$ cat src/rtl/condicionador_botoes.sv
// -----------------------------------------------------------------------------
// condicionador_botoes
//
// Conditions the raw push-button lines that feed the game datapath. Each line
// is synchronised and debounced independently. A small FSM then guarantees
// that the vector handed downstream is always all-zero or exactly one-hot.
// It also produces one-cycle press/release pulses and flags illegal
// multi-button presses.
//
// Ports
//   clock          in   1         system clock, rising edge
//   reset          in   1         asynchronous, active-low reset
//   botoes_brutos  in   N_BOTOES  raw button levels, active-high, asynchronous
//   botoes_limpos  out  N_BOTOES  conditioned vector, zero or one-hot
//   pressionado    out  1         one-cycle pulse on zero -> one-hot
//   liberado       out  1         one-cycle pulse on one-hot -> zero
//   multiplo       out  1         high while an illegal multi-press is active
//   db_estado      out  2         FSM state (00 SOLTO, 01 UNICO, 10 INVALIDO)
// -----------------------------------------------------------------------------
module condicionador_botoes #(
    parameter int N_BOTOES = 7,
    parameter int DEBOUNCE = 20
) (
    input  logic                clock,
    input  logic                reset,
    input  logic [N_BOTOES-1:0] botoes_brutos,
    output logic [N_BOTOES-1:0] botoes_limpos,
    output logic                pressionado,
    output logic                liberado,
    output logic                multiplo,
    output logic [1:0]          db_estado
);

    localparam int CW = $clog2(DEBOUNCE + 1);
    localparam logic [CW-1:0] CNT_ZERO = '0;
    localparam logic [CW-1:0] CNT_UM   = CW'(1);
    localparam logic [CW-1:0] CNT_MAX  = CW'(DEBOUNCE - 1);
    localparam logic [N_BOTOES-1:0] VEC_ZERO = '0;
    localparam logic [N_BOTOES-1:0] VEC_UM   = N_BOTOES'(1);

    // The encoding doubles as the debug output.
    typedef enum logic [1:0] {
        SOLTO    = 2'b00,
        UNICO    = 2'b01,
        INVALIDO = 2'b10
    } estado_t;

    logic [N_BOTOES-1:0] r_sinc_a;
    logic [N_BOTOES-1:0] r_sinc;
    logic [N_BOTOES-1:0] r_estavel;
    logic [CW-1:0]       r_cnt [N_BOTOES];
    estado_t             r_estado;
    logic [N_BOTOES-1:0] r_limpos;
    logic                r_press;
    logic                r_lib;
    logic                r_mult;

    // True when exactly one bit of the vector is set.
    function automatic logic f_um_bit(input logic [N_BOTOES-1:0] v);
        return (v != VEC_ZERO) && ((v & (v - VEC_UM)) == VEC_ZERO);
    endfunction

    // Two-flop synchroniser for the asynchronous button lines.
    always_ff @(posedge clock or negedge reset) begin
        if (!reset) begin
            r_sinc_a <= VEC_ZERO;
            r_sinc   <= VEC_ZERO;
        end else begin
            r_sinc_a <= botoes_brutos;
            r_sinc   <= r_sinc_a;
        end
    end

    // Per-bit debounce: a new level is accepted only after it has held for
    // DEBOUNCE consecutive cycles; any return to the old level restarts it.
    always_ff @(posedge clock or negedge reset) begin
        if (!reset) begin
            r_estavel <= VEC_ZERO;
            for (int i = 0; i < N_BOTOES; i++) begin
                r_cnt[i] <= CNT_ZERO;
            end
        end else begin
            for (int i = 0; i < N_BOTOES; i++) begin
                if (r_sinc[i] == r_estavel[i]) begin
                    r_cnt[i] <= CNT_ZERO;
                end else if (r_cnt[i] == CNT_MAX) begin
                    r_estavel[i] <= r_sinc[i];
                    r_cnt[i]     <= CNT_ZERO;
                end else begin
                    r_cnt[i] <= r_cnt[i] + CNT_UM;
                end
            end
        end
    end

    // Press-validation FSM with registered outputs; pulses default low each cycle.
    always_ff @(posedge clock or negedge reset) begin
        if (!reset) begin
            r_estado <= SOLTO;
            r_limpos <= VEC_ZERO;
            r_press  <= 1'b0;
            r_lib    <= 1'b0;
            r_mult   <= 1'b0;
        end else begin
            r_press <= 1'b0;
            r_lib   <= 1'b0;
            case (r_estado)
                SOLTO: begin
                    if (r_estavel == VEC_ZERO) begin
                        r_estado <= SOLTO;
                    end else if (f_um_bit(r_estavel)) begin
                        r_estado <= UNICO;
                        r_limpos <= r_estavel;
                        r_press  <= 1'b1;
                    end else begin
                        r_estado <= INVALIDO;
                        r_mult   <= 1'b1;
                    end
                end
                UNICO: begin
                    if (r_estavel == r_limpos) begin
                        r_estado <= UNICO;
                    end else if (r_estavel == VEC_ZERO) begin
                        r_estado <= SOLTO;
                        r_limpos <= VEC_ZERO;
                        r_lib    <= 1'b1;
                    end else begin
                        // Extra bit or a same-cycle swap is never a clean press.
                        r_estado <= INVALIDO;
                        r_limpos <= VEC_ZERO;
                        r_mult   <= 1'b1;
                    end
                end
                INVALIDO: begin
                    // Only a full release clears the fault; a leftover single
                    // button must not turn into a press.
                    if (r_estavel == VEC_ZERO) begin
                        r_estado <= SOLTO;
                        r_mult   <= 1'b0;
                    end else begin
                        r_estado <= INVALIDO;
                    end
                end
                default: begin
                    r_estado <= SOLTO;
                    r_limpos <= VEC_ZERO;
                    r_mult   <= 1'b0;
                end
            endcase
        end
    end

    assign botoes_limpos = r_limpos;
    assign pressionado   = r_press;
    assign liberado      = r_lib;
    assign multiplo      = r_mult;
    assign db_estado     = r_estado;

endmodule
$ cat config.mk
export PLATFORM = sky130hd
export DESIGN_NAME = condicionador_botoes
export DESIGN_NICKNAME = d
export VERILOG_FILES = /design/src/rtl/condicionador_botoes.sv
export SDC_FILE = /design/constraint.sdc
export NUM_CORES = 1
export LEC_CHECK = 0
export BUFFER_PORTS_ARGS = -buffer_cell sky130_fd_sc_hd__buf_4
export CAP_MARGIN = 20
export CORE_ASPECT_RATIO = 0.7
export CORE_MARGIN = 4
export CORE_UTILIZATION = 45
export DETAILED_ROUTE_END_ITERATION = 6
export PLACE_DENSITY_LB_ADDON = 0.05
export SLEW_MARGIN = 15
export SYNTH_ARGS = -nofsm -noshare
export SYNTH_HDL_FRONTEND = slang
export SYNTH_SLANG_ARGS = --single-unit
$ cat constraint.sdc
create_clock -name clock -period 3.2 [get_ports clock]
set_input_delay 0.16 -clock clock [delete_from_list [all_inputs] [get_ports clock]]
set_output_delay 0.16 -clock clock [all_outputs]
set_load 0.02 [all_outputs]
# == Word-level counts from Yosys, hierarchy flattened ==
# Index checks and enable logic that the tools add are counted.
# totals
regBits,68
latchBits,0
mem_bits_rw,0
romBits,0
inputBits,9
output_inout_bits,12
wordCells,110
memories,0
# classes
addsub,8
mul,0
n_div,0
n_lt_le_gt_ge,0
n_eq_ne,23
shifts,0
n_mux,35
n_bitwise,9
n_reduce_logical,14
# op_table
cell,count
5-bit two-way mux,14
5-bit by 1-bit adder with 5-bit output (second input constant),7
5-bit equality test (second input constant),7
7-bit two-way mux,3
7-bit one-hot mux with 3 select lines,1
7-bit zero test,2
2-bit AND reduction,7
2-bit inequality test (second input constant),6
1-bit two-way mux,11
2-bit two-way mux,4
1-bit inverter,8
7-bit bitwise AND,1
1-bit equality test,7
7-bit equality test,1
7-bit nonzero test,1
7-bit by 1-bit subtractor with 7-bit output (second input constant),1
2-bit one-hot mux with 3 select lines,1
5-bit AND reduction,1
4-bit AND reduction,1
1-bit one-hot mux with 3 select lines,1
2-bit by 1-bit equality test with 1-bit output (second input constant),1
2-bit equality test (second input constant),1
2-bit zero test,1
1-bit logical AND,1

# == Depth between registers and ports, before layout ==
# Gate-level depths: netlist of run 1.
# depth
depth_word,7
mapped_depth,7

# == Worst setup path before layout of run 1 ==
# Ideal clock, no wire load.
# synth_timing
path_type,reg2reg
start,register r_estavel[3]
end,register r_limpos[6] (netlist: botoes_limpos[6])
arrival_time_ps,1933
t_required_ps,3121
path_slack_ps,1188
path_stages_with_launch,8
path_cell_list,dfrtp_1 -> buf_6 -> or4_4 -> o21ai_1 -> or3b_1 -> a21oi_2 -> buf_6 -> mux2i_1
# synth_between
elab_chain_len,6
elab_cells_between_ends,11
cone_classes,add/sub: 1; eq/ne: 4; bitwise: 1; reduce/logical: 5
# synth_rtl
element,line,source
"start, declared",50,logic [N_BOTOES-1:0] r_estavel;
"start signal, assigned by index",87,r_estavel[i] <= r_sinc[i];
7-bit by 1-bit subtractor with 7-bit output,60,return (v != VEC_ZERO) && ((v & (v - VEC_UM)) == VEC_ZERO);
7-bit bitwise AND,60,
7-bit zero test,60,
1-bit logical AND,60,
2-bit inequality test (no source line),--,
4-bit AND reduction (no source line) (*),--,
"end signal, assigned",113,r_limpos <= r_estavel;
"end, declared",53,logic [N_BOTOES-1:0] r_limpos;
# Mark *: on every way between the ends. The rest lies on a longest branch, timed or not.
# A chain may end at the register's enable or synchronous reset.

# == Final worst setup path of run 1 ==
# layout_timing
start,register r_estavel[2]
end,register r_mult (netlist: multiplo)
# layout_between
elab_chain_len,6
elab_cells_between_ends,13
cone_classes,add/sub: 1; eq/ne: 6; bitwise: 1; reduce/logical: 5
# layout_rtl
element,line,source
7-bit by 1-bit subtractor with 7-bit output,60,
7-bit bitwise AND,60,
7-bit zero test,60,
1-bit logical AND,60,
2-bit inequality test (no source line),--,
5-bit AND reduction (no source line) (*),--,
"end signal, assigned",103,r_mult <= 1'b0;
"end signal, assigned",117,r_mult <= 1'b1;
"end signal, assigned",131,r_mult <= 1'b1;
"end, declared",56,logic r_mult;
# Marked as above.

==> results.cfg, run 1 <==
[global_routing]
grt_overflow = 0
antenna_found_initial = 0
first_global_vias = 1742
grt_pass1_wl_um = 8079
grt_max_degree = 69
track_usage = 0.1345

[floorplan]
pin_count = 21
core_um2 = 6246
die_w_um = 104.0
start_util = 0.4651
dieArea_um2 = 7826
die_h_um = 75.23
rows = 24

[worst_setup_path]
worst_path_max_delay_cell = or4_4
worstPathArrival_ns = 2.59
crit_start = r_estavel[2]$_DFFE_PN0P_
startpoint_type = register
r2r_start = r_estavel[2]$_DFFE_PN0P_
cp_slowest_stage_delay_ns = 0.59
r2r_slack_ns = 0.80
crit_required_ns = 3.38
worstPathCellList = or4_4 -> o21ai_1 -> or3b_1 -> a21oi_2 -> o21ai_0
worst-setup-path-type = register to register
cp-endpoint = multiplo$_DFFE_PN0P_
critPathMaxFanout = 10
worstSetupEndpointType = register
r2r_cells = 5
r2r_end = multiplo$_DFFE_PN0P_

[yosys]
syn_avg_cell_area_um2 = 11.09
synth_common_cells = dfrtp_1 (68), nand2_1 (29), nor2_1 (28)
netlist_area_um2 = 2905
ys_seq_elements = 68
synth_seq_area_share = 0.5857
async_flop_share = 1.000
synth_warnings = 0
ys_types = 35
synth_area_leaders = dfrtp_1 (59%), xor2_1 (4.5%), nand2_1 (3.7%), nor2_1 (3.6%), xnor2_1 (3.6%)
synth_top_area_cell = dfrtp_1
synthFlopType = dfrtp_1
syn_inst = 262
syn_nets = 278
synth.most_common_cell = dfrtp_1
synth_top_area_share = 0.5857
synth_edf_count = 0

[routing]
routedWlPerCell_um = 12.31
vias_per_cell = 4.781
drc = 0
antenna_left = 0
num_vias = 1812
first_pass_iters = 4
drt_iter0_markers = 61
wl_um = 4667

[clocking]
cts_setup_buffers = 0
cts_tree = built
cts_max_level = 3
clk_latency_ns = 0.33
cts_hold_buf = 8
cts.sinks = 68
cts.clk_slew.worst_paths_ns = 0.06
ctsResizeCount = 0
root_buffer = clkbuf_8
cts_buffers = 9
clk_path_buf_depth = 2

[sta]
fin_worst_skew_ns = 0.006022
rsz0062_at_grt = false
tightest_slew_ns = 0.8250
min_period_ns = 2.405
slew_headroom = 0.4500
setup_viol = 0
hold_viol = 0
holdWs_ns = 0.3523
post-route-period-util = 0.7515
max_freq_ghz = 0.4158
tns_ns = 0
slew_violations = 0

[status]
status = complete, no violations

[placement]
place_inst = 355
gp_congestion = 0.7490
hpwl_um = 3093
port_buffers = 20

[pwr]
p_sw_mw = 0.3496
netSwitchingFraction = 0.2212
power_frac_seq = 0.577
p_leak_nw = 1.557
p_comb_frac = 0.052
p_clk_frac = 0.371
total_power_mw = 1.580
power.density_nw_per_um2 = 470.8
p_int_mw = 1.231
vdd_drop_max_mv = 0.2355

[cells_and_area]
register_area_um2 = 1702
synthToLayoutAreaGrowth_pct = 15.55
antenna_cells = 0
instances_no_fill = 379
multi_input_area_um2 = 1105
drive_above_1_share = 0.1395
fillCellCount = 569
final_nets = 312

[min_path]
hold_class = register to register

[flow_run]
cap_violations = 0
metrics by stage:
step | setup WS [ns] | cell area (um2) | utilization
3_3_place_gp | 0.8063 | 3114 | 0.4986
5_1_grt | 0.6544 | 3357 | 0.5375
3_5_place_dp | 0.7608 | 3114 | 0.4986
2_1_floorplan | 1.188 | 2905 | -
6_report | 0.7952 | 3357 | 0.5375
4_1_cts | 0.7553 | 3357 | 0.5375
layout by cell type, fill, tap and decap left out, types with 10 or more instances in the layout:
| master | count |
|---|---|
| dfrtp_1 | 68 |
| nand2_1 | 29 |
| nor2_1 | 28 |
| buf_4 | 20 |
| o21ai_0 | 17 |
| inv_1 | 16 |
| xor2_1 | 15 |
| xnor2_1 | 12 |
| nor3_1 | 11 |
| nand3_1 | 10 |
| clkbuf_8 | 10 |
power groups by stage:
stage	clock (mW)	sequential, mW	combinational [mW]
4_1_cts	0.617	0.912	0.0859
5_1_grt	0.658	0.915	0.0993
3_5_place_dp	0	0.927	0.0778
6_report	0.586	0.912	0.0824
2_1_floorplan	0	0.923	0.0440
3_3_place_gp	0	0.927	0.0761
state kept, by name, summed over array words and instances (netlist names):
signal	cells
r_estavel	7
r_sinc	7
r_sinc_a	7
multiplo	1
botoes_limpos	7
db_estado	2
r_cnt	35
pressionado	1
liberado	1
worst min-delay path by stage:
| stage | end | depth (start not counted) | start | slack [ns] |
|---|---|---|---|---|
| floorplan | botoes_limpos[0]$_DFFE_PN0P_ | 0 | reset | -0.14 |
| global placement | r_sinc_a[3]$_DFF_PN0_ | 1 | botoes_brutos[3] | 0.27 |
| detailed placement | r_sinc_a[5]$_DFF_PN0_ | 1 | botoes_brutos[5] | 0.27 |
| CTS | r_sinc[6]$_DFF_PN0_ | 0 | r_sinc_a[6]$_DFF_PN0_ | 0.35 |
| global route | r_sinc[5]$_DFF_PN0_ | 0 | r_sinc_a[5]$_DFF_PN0_ | 0.36 |
| finish | r_sinc[5]$_DFF_PN0_ | 0 | r_sinc_a[5]$_DFF_PN0_ | 0.35 |
area by class of cell:
| cell class | instances | area share |
|---|---|---|
| Inverter | 16 | 0.01789 |
| Timing Repair Buffer | 28 | 0.06858 |
| Multi-Input combinational cell | 173 | 0.3291 |
| Clock buffer | 14 | 0.04547 |
| Clock inverter | 2 | 0.002982 |
| Sequential cell | 68 | 0.5069 |
| Tap cell | 78 | 0.02907 |
worst max-delay path, delay by kind of cell, from the launching register on:
| family | cells | cell delay, ns |
|---|---|---|
| AO/OA/AOI/OAI | 3 | 0.85 |
| flip-flops | 1 | 0.45 |
| AND/OR/NAND/NOR | 2 | 0.96 |
layer usage:
metal	wire (um)	track usage	share of wire
met2	2063	0.1965	0.44
met3	180	0.05913	0.039
met4	40	0.05310	0.0086
met1	2383	0.1784	0.51
met5	0	0	0
kinds of logic after synthesis:
| kind of cell | share of synthesized area |
|---|---|
| buf+inv | 0.03402 |
| simple gates | 0.1516 |
| xor+xnor | 0.08140 |
| fa+ha+maj | 0.03359 |
| compound gates | 0.06245 |
| mux | 0.05125 |
| flops | 0.5857 |
No activity file was read; power rests on OpenSTA's default activity.
==> inputs of run 2 (changes only) <==
==> constraint.sdc (replaced) <==
create_clock -name clock -period 2.2 [get_ports clock]
set_input_delay 0.11 -clock clock [delete_from_list [all_inputs] [get_ports clock]]
set_output_delay 0.11 -clock clock [all_outputs]
set_load 0.02 [all_outputs]
==> run 2 against run 1 <==
  * Clock skew decreased by 0.0011 ns
  * Fmax grew 18%
  * Sequential cell count is the same
  * Power grew 45%
  * Sequential share of layout area decreased by 0.84 points
  * Utilization up 0.90 points
  * Count of clock-buffer cells in the layout unchanged
==> results.cfg, run 2 (synthesized netlist as in run 1, its figures left out) <==
[floorplan]
die_w_um = 104.0
start_util = 0.4651
pin_count = 21
die_h_um = 75.23
core_um2 = 6246
rows = 24
dieArea_um2 = 7826

[pwr]
total_power_mw = 2.297
p_clk_frac = 0.371
power_frac_seq = 0.577
p_leak_nw = 1.596
netSwitchingFraction = 0.2207
p_sw_mw = 0.5071
power.density_nw_per_um2 = 673.0
p_comb_frac = 0.052
p_int_mw = 1.790
vdd_drop_max_mv = 0.4561

[worst_setup_path]
cp.depth = 6
worst-setup-path-type = register to register
cp_slowest_stage_delay_ns = 0.56
r2r_cells = 6
critPathBufInv = 1
worstPathArrival_ns = 2.28
crit_family = simple AND/OR/NAND/NOR gates
startpoint_type = register
worstPathCellList = or4_4 -> o21ai_1 -> or3b_1 -> a21oi_2 -> buf_6 -> mux2i_1
critPathMaxFanout = 6
worstSetupEndpointType = register
crit_required_ns = 2.45
worst_path_max_delay_cell = or4_4

[sta]
slew_headroom = 0.4456
max_freq_ghz = 0.4922
slew_violations = 0
post-route-period-util = 0.9236
hold_viol = 0
tightest_slew_ns = 0.8317
fin_worst_skew_ns = 0.004924
tns_ns = 0
min_period_ns = 2.032
setup_ws_ns = 0.1681
setup_viol = 0
rsz0062_at_grt = false

[global_routing]
track_usage = 0.1422
grt_max_degree = 69
antenna_found_initial = 0
grt_overflow = 0
first_global_vias = 1778
grt_pass1_wl_um = 8500

[clocking]
clk_latency_ns = 0.33
cts.sinks = 68
cts_max_level = 3
cts.clk_slew.worst_paths_ns = 0.06
root_buffer = clkbuf_8
cts_tree = built
clk_path_buf_depth = 2
cts_buffers = 9

[flow_run]
cap_violations = 0

[placement]
gp_congestion = 0.7113
port_buffers = 20
dp_slack_ns = 0.1480
hpwl_um = 3296

[cells_and_area]
most-common-layout-cells = dfrtp_1 (68), nand2_1 (29), nor2_1 (28), buf_4 (26), o21ai_0 (17)
final_nets = 319
largest_reg_flops = 35
top_register = r_cnt
layout_commonest_cell = dfrtp_1
synthToLayoutAreaGrowth_pct = 17.48
antenna_cells = 0
drive_above_1_share = 0.1591

[routing]
first_pass_iters = 4
vias_per_cell = 4.860
routedWlPerCell_um = 12.27
antenna_left = 0
drt_iter0_markers = 86
drc = 0
wl_um = 4738
num_vias = 1876

[min_path]
min_path_cells = 0
hold_class = register to register

[status]
status = complete, no violations
## run 2: changes by cell type in the layout (fill, tap and decap cells not counted)
cell / change
buf_4: +6
buf_6: +1
## run 2: cell type report
cell class	count	area, um2
fillers	581	2833
flip-flops and latches	68	1702
multi-input cells	173	1105
repair buffers	35	286.5
clock buffers	14	152.6
well taps	78	97.59
inverters	16	60.06
clock inverters	2	10.01
## run 2: power by group through the flow
stage / registers [mW] / logic (mW) / clock network [mW]
6_report: 1.33 / 0.120 / 0.852
5_1_grt: 1.33 / 0.144 / 0.952
4_1_cts: 1.33 / 0.124 / 0.893
3_5_place_dp: 1.35 / 0.112 / 0
3_3_place_gp: 1.35 / 0.111 / 0
2_1_floorplan: 1.34 / 0.0640 / 0
## run 2: path summary, 6_finish.rpt
check / start / to / slack, ns
max: r_estavel[2]$_DFFE_PN0P_ / botoes_limpos[1]$_DFFE_PN0P_ / 0.17
min in group asynchronous: reset / r_cnt[32]$_DFF_PN0_ / 0.40
min reg2reg: r_sinc_a[2]$_DFF_PN0_ / r_sinc[2]$_DFF_PN0_ / 0.35
max in group asynchronous: reset / r_cnt[29]$_DFF_PN0_ / 1.24
min: r_sinc_a[2]$_DFF_PN0_ / r_sinc[2]$_DFF_PN0_ / 0.35
max reg2reg: r_estavel[2]$_DFFE_PN0P_ / botoes_limpos[1]$_DFFE_PN0P_ / 0.17
## run 2: per-stage QoR
stage,hold slack (ns),cell area (um2),util,instances
3_5_place_dp,0.2206,3167,0.5070,362
2_1_floorplan,-0.1856,2905,-,262
6_report,0.3498,3413,0.5465,386
4_1_cts,0.3493,3410,0.5459,386
3_3_place_gp,0.2193,3167,0.5070,362
5_1_grt,0.3552,3413,0.5465,386
## run 2: routing by layer
metal,part of all wire,track usage,up-vias,routed length (um)
met5,0,0,-,0
met4,0.021,0.07080,0,99
met3,0.037,0.05141,9,174
met2,0.42,0.2109,25,2003
met1,0.52,0.1879,884,2461
li1,-,-,958,-
## run 2: repair_timing
| item | 4_1_cts | 5_1_grt |
|---|---|---|
| setup buffers | 0 | 0 |
| hold buffers | 8 | 0 |
| setup endpoints to repair | 0 | 1 |
| endpoints found under the hold margin | 75 | 0 |
| gates resized for setup | 0 | 1 |
==> inputs of run 3 (changes only) <==
--- a/config.mk
+++ b/config.mk
@@ -5,11 +5,13 @@
 export SDC_FILE = /design/constraint.sdc
 export NUM_CORES = 1
 export LEC_CHECK = 0
+export ABC_AREA = 1
 export BUFFER_PORTS_ARGS = -buffer_cell sky130_fd_sc_hd__buf_4
 export CAP_MARGIN = 20
 export CORE_ASPECT_RATIO = 0.7
 export CORE_MARGIN = 4
 export CORE_UTILIZATION = 45
+export CTS_CLUSTER_DIAMETER = 80
 export DETAILED_ROUTE_END_ITERATION = 6
 export PLACE_DENSITY_LB_ADDON = 0.05
 export SLEW_MARGIN = 15
==> run 3 against run 2 <==
  * Worst setup slack improved by 0.32 ns
  * Final cell count increased by 3.9%
  * Largest cell class unchanged
  * Utilization decreased by 0.22 points
  * Clock power increased by 23%
  * Synthesized cell count increased by 8.0%
  * Wire length decreased by 2.8%
  * Worst hold slack got worse by 0.0019 ns
  * Non-clock buffer count decreased by 7
  * Cell area decreased by 0.40%
  * Via count increased by 0.80%
  * Sequential power about the same
  * Highest routed layer unchanged
  * Clock skew about the same
==> results.cfg, run 3 <==
[placement]
dp_slack_ns = 0.5013
hpwl_um = 3176
gp_congestion = 0.7655
port_buffers = 20
place_inst = 378

[floorplan]
pin_count = 21
core_um2 = 6246
rows = 24
dieArea_um2 = 7820
die_w_um = 104.0
start_util = 0.4647
die_h_um = 75.20

[pwr]
p_comb_frac = 0.050
p_clk_frac = 0.420
power_frac_seq = 0.530
vdd_drop_max_mv = 0.3573
p_sw_mw = 0.5165
netSwitchingFraction = 0.2064
p_leak_nw = 1.701
p_int_mw = 1.986
power.density_nw_per_um2 = 736.2

[yosys]
ys_seq_elements = 68
synth_area_leaders = dfrtp_1 (59%), nor2_1 (6.2%), nand3_1 (5.3%), xnor2_1 (5.1%), nand2_1 (5.0%)
synth_seq_area_share = 0.5862
synth_common_cells = dfrtp_1 (68), nor2_1 (48), nand2_1 (39)
synth_warnings = 0
syn_avg_cell_area_um2 = 10.26
synth_top_area_share = 0.5862
synth.most_common_cell = dfrtp_1
synthFlopType = dfrtp_1
ys_types = 26
synth_edf_count = 0
netlist_area_um2 = 2903
syn_nets = 299
synth_top_area_cell = dfrtp_1
syn_inst = 283
async_flop_share = 1.000

[worst_setup_path]
startpoint_type = register
r2r_cells = 8
worstSetupEndpointType = register
crit_required_ns = 2.42
critPathMaxFanout = 14
worst-setup-path-type = register to register
r2r_start = r_estavel[0]$_DFFE_PN0P_
worstPathArrival_ns = 1.93
crit_start = r_estavel[0]$_DFFE_PN0P_

[sta]
slew_headroom = 0.4460
min_period_ns = 1.708
hold_viol = 0
setup_ws_ns = 0.4925
max_freq_ghz = 0.5856
slew_violations = 0
fin_worst_skew_ns = 0.004430
rsz0062_at_grt = false
tns_ns = 0
setup_viol = 0
tightest_slew_ns = 0.8311
post-route-period-util = 0.7762

[min_path]
min_path_cells = 0
hold_class = register to register
min_from = r_sinc_a[2]$_DFF_PN0_

[cells_and_area]
antenna_cells = 0
largest_reg_flops = 35
final_nets = 335
layout_commonest_cell = dfrtp_1
drive_above_1_share = 0.1424
synthToLayoutAreaGrowth_pct = 17.11
top_register = r_cnt
instances_no_fill = 401
most-common-layout-cells = dfrtp_1 (68), nor2_1 (48), nand2_1 (39), nand3_1 (31), inv_1 (23)

[clocking]
ctsResizeCount = 0
clk_path_buf_depth = 2
cts_max_level = 3
cts_tree = built
clk_latency_ns = 0.33
cts.clk_slew.worst_paths_ns = 0.07
cts.sinks = 68
root_buffer = clkbuf_8
cts_setup_buffers = 0
cts_hold_buf = 8
cts_buffers = 9

[global_routing]
grt_pass1_wl_um = 8086
antenna_found_initial = 0
grt_max_degree = 69
track_usage = 0.1347
first_global_vias = 1720
grt_overflow = 0

[status]
status = complete, no violations

[routing]
wl_um = 4604
drc = 0
antenna_left = 0
drt_iter0_markers = 89
vias_per_cell = 4.716
num_vias = 1891
routedWlPerCell_um = 11.48
first_pass_iters = 4

[flow_run]
cap_violations = 0
-- run 3: through the flow --
stage | util | total power, mW | instance area (um2) | hold WS (ns)
floorplan | - | 1.413 | 2903 | -0.1856
global route | 0.5443 | 2.642 | 3400 | 0.3550
finish | 0.5443 | 2.503 | 3400 | 0.3480
detailed placement | 0.4996 | 1.468 | 3120 | 0.2207
global placement | 0.4996 | 1.466 | 3120 | 0.2193
CTS | 0.5443 | 2.557 | 3400 | 0.3500
-- run 3: per-layer routing --
metal	vias to the layer above	global-route usage	routed length, um
met2	26	0.1850	1900
met3	11	0.05056	179
met5	-	0	0
met4	0	0.07080	98
li1	973	-	-
met1	881	0.1869	2426
-- run 3: worst paths after layout --
check                                                to  slack [ns]
max                        botoes_limpos[2]$_DFFE_PN0P_        0.49
min                                 r_sinc[2]$_DFF_PN0_        0.35
max reg2reg                botoes_limpos[2]$_DFFE_PN0P_        0.49
min reg2reg                         r_sinc[2]$_DFF_PN0_        0.35
max in group asynchronous           r_cnt[21]$_DFF_PN0_        1.23
min in group asynchronous            r_cnt[4]$_DFF_PN0_        0.41
-- run 3: layout make-up --
type / instances / area [um2]
Tap cell: 78 / 97.59
Clock inverter: 2 / 60.06
Multi-Input combinational cell: 187 / 1077
Sequential cell: 68 / 1702
Inverter: 25 / 93.84
Fill cell: 575 / 2846
Clock buffer: 13 / 138.9
Timing Repair Buffer: 28 / 230.2
-- run 3: power by group through the flow --
stage	sequential [mW]	clock (mW)	combinational, mW
global route	1.33	1.16	0.149
finish	1.33	1.05	0.125
global placement	1.35	0	0.116
CTS	1.33	1.10	0.129
floorplan	1.34	0	0.0692
detailed placement	1.35	0	0.118
-- run 3: kinds of logic (layout without fill, tap and decap cells) --
kind of cell | count (synthesis) | in the layout | synth area share
AND/OR/NAND/NOR | 129 | 129 | 0.2013
flip-flops | 68 | 68 | 0.5862
XOR/XNOR | 29 | 29 | 0.08750
buffers and inverters | 28 | 68 | 0.04267
AO/OA/AOI/OAI | 18 | 18 | 0.03664
adder cells (fa/ha/maj) | 7 | 7 | 0.03017
multiplexers | 4 | 4 | 0.01552
-- run 3: worst max-delay path, cell delays in order, from the launching register on --
cell and delay, ns:
dfrtp_1 0.48, nor2_4 0.18, nand2_2 0.09, nor2_2 0.16
nor3_2 0.06, nand3_2 0.24, clkinv_1 0.23, nand2_1 0.10
nand2_1 0.05
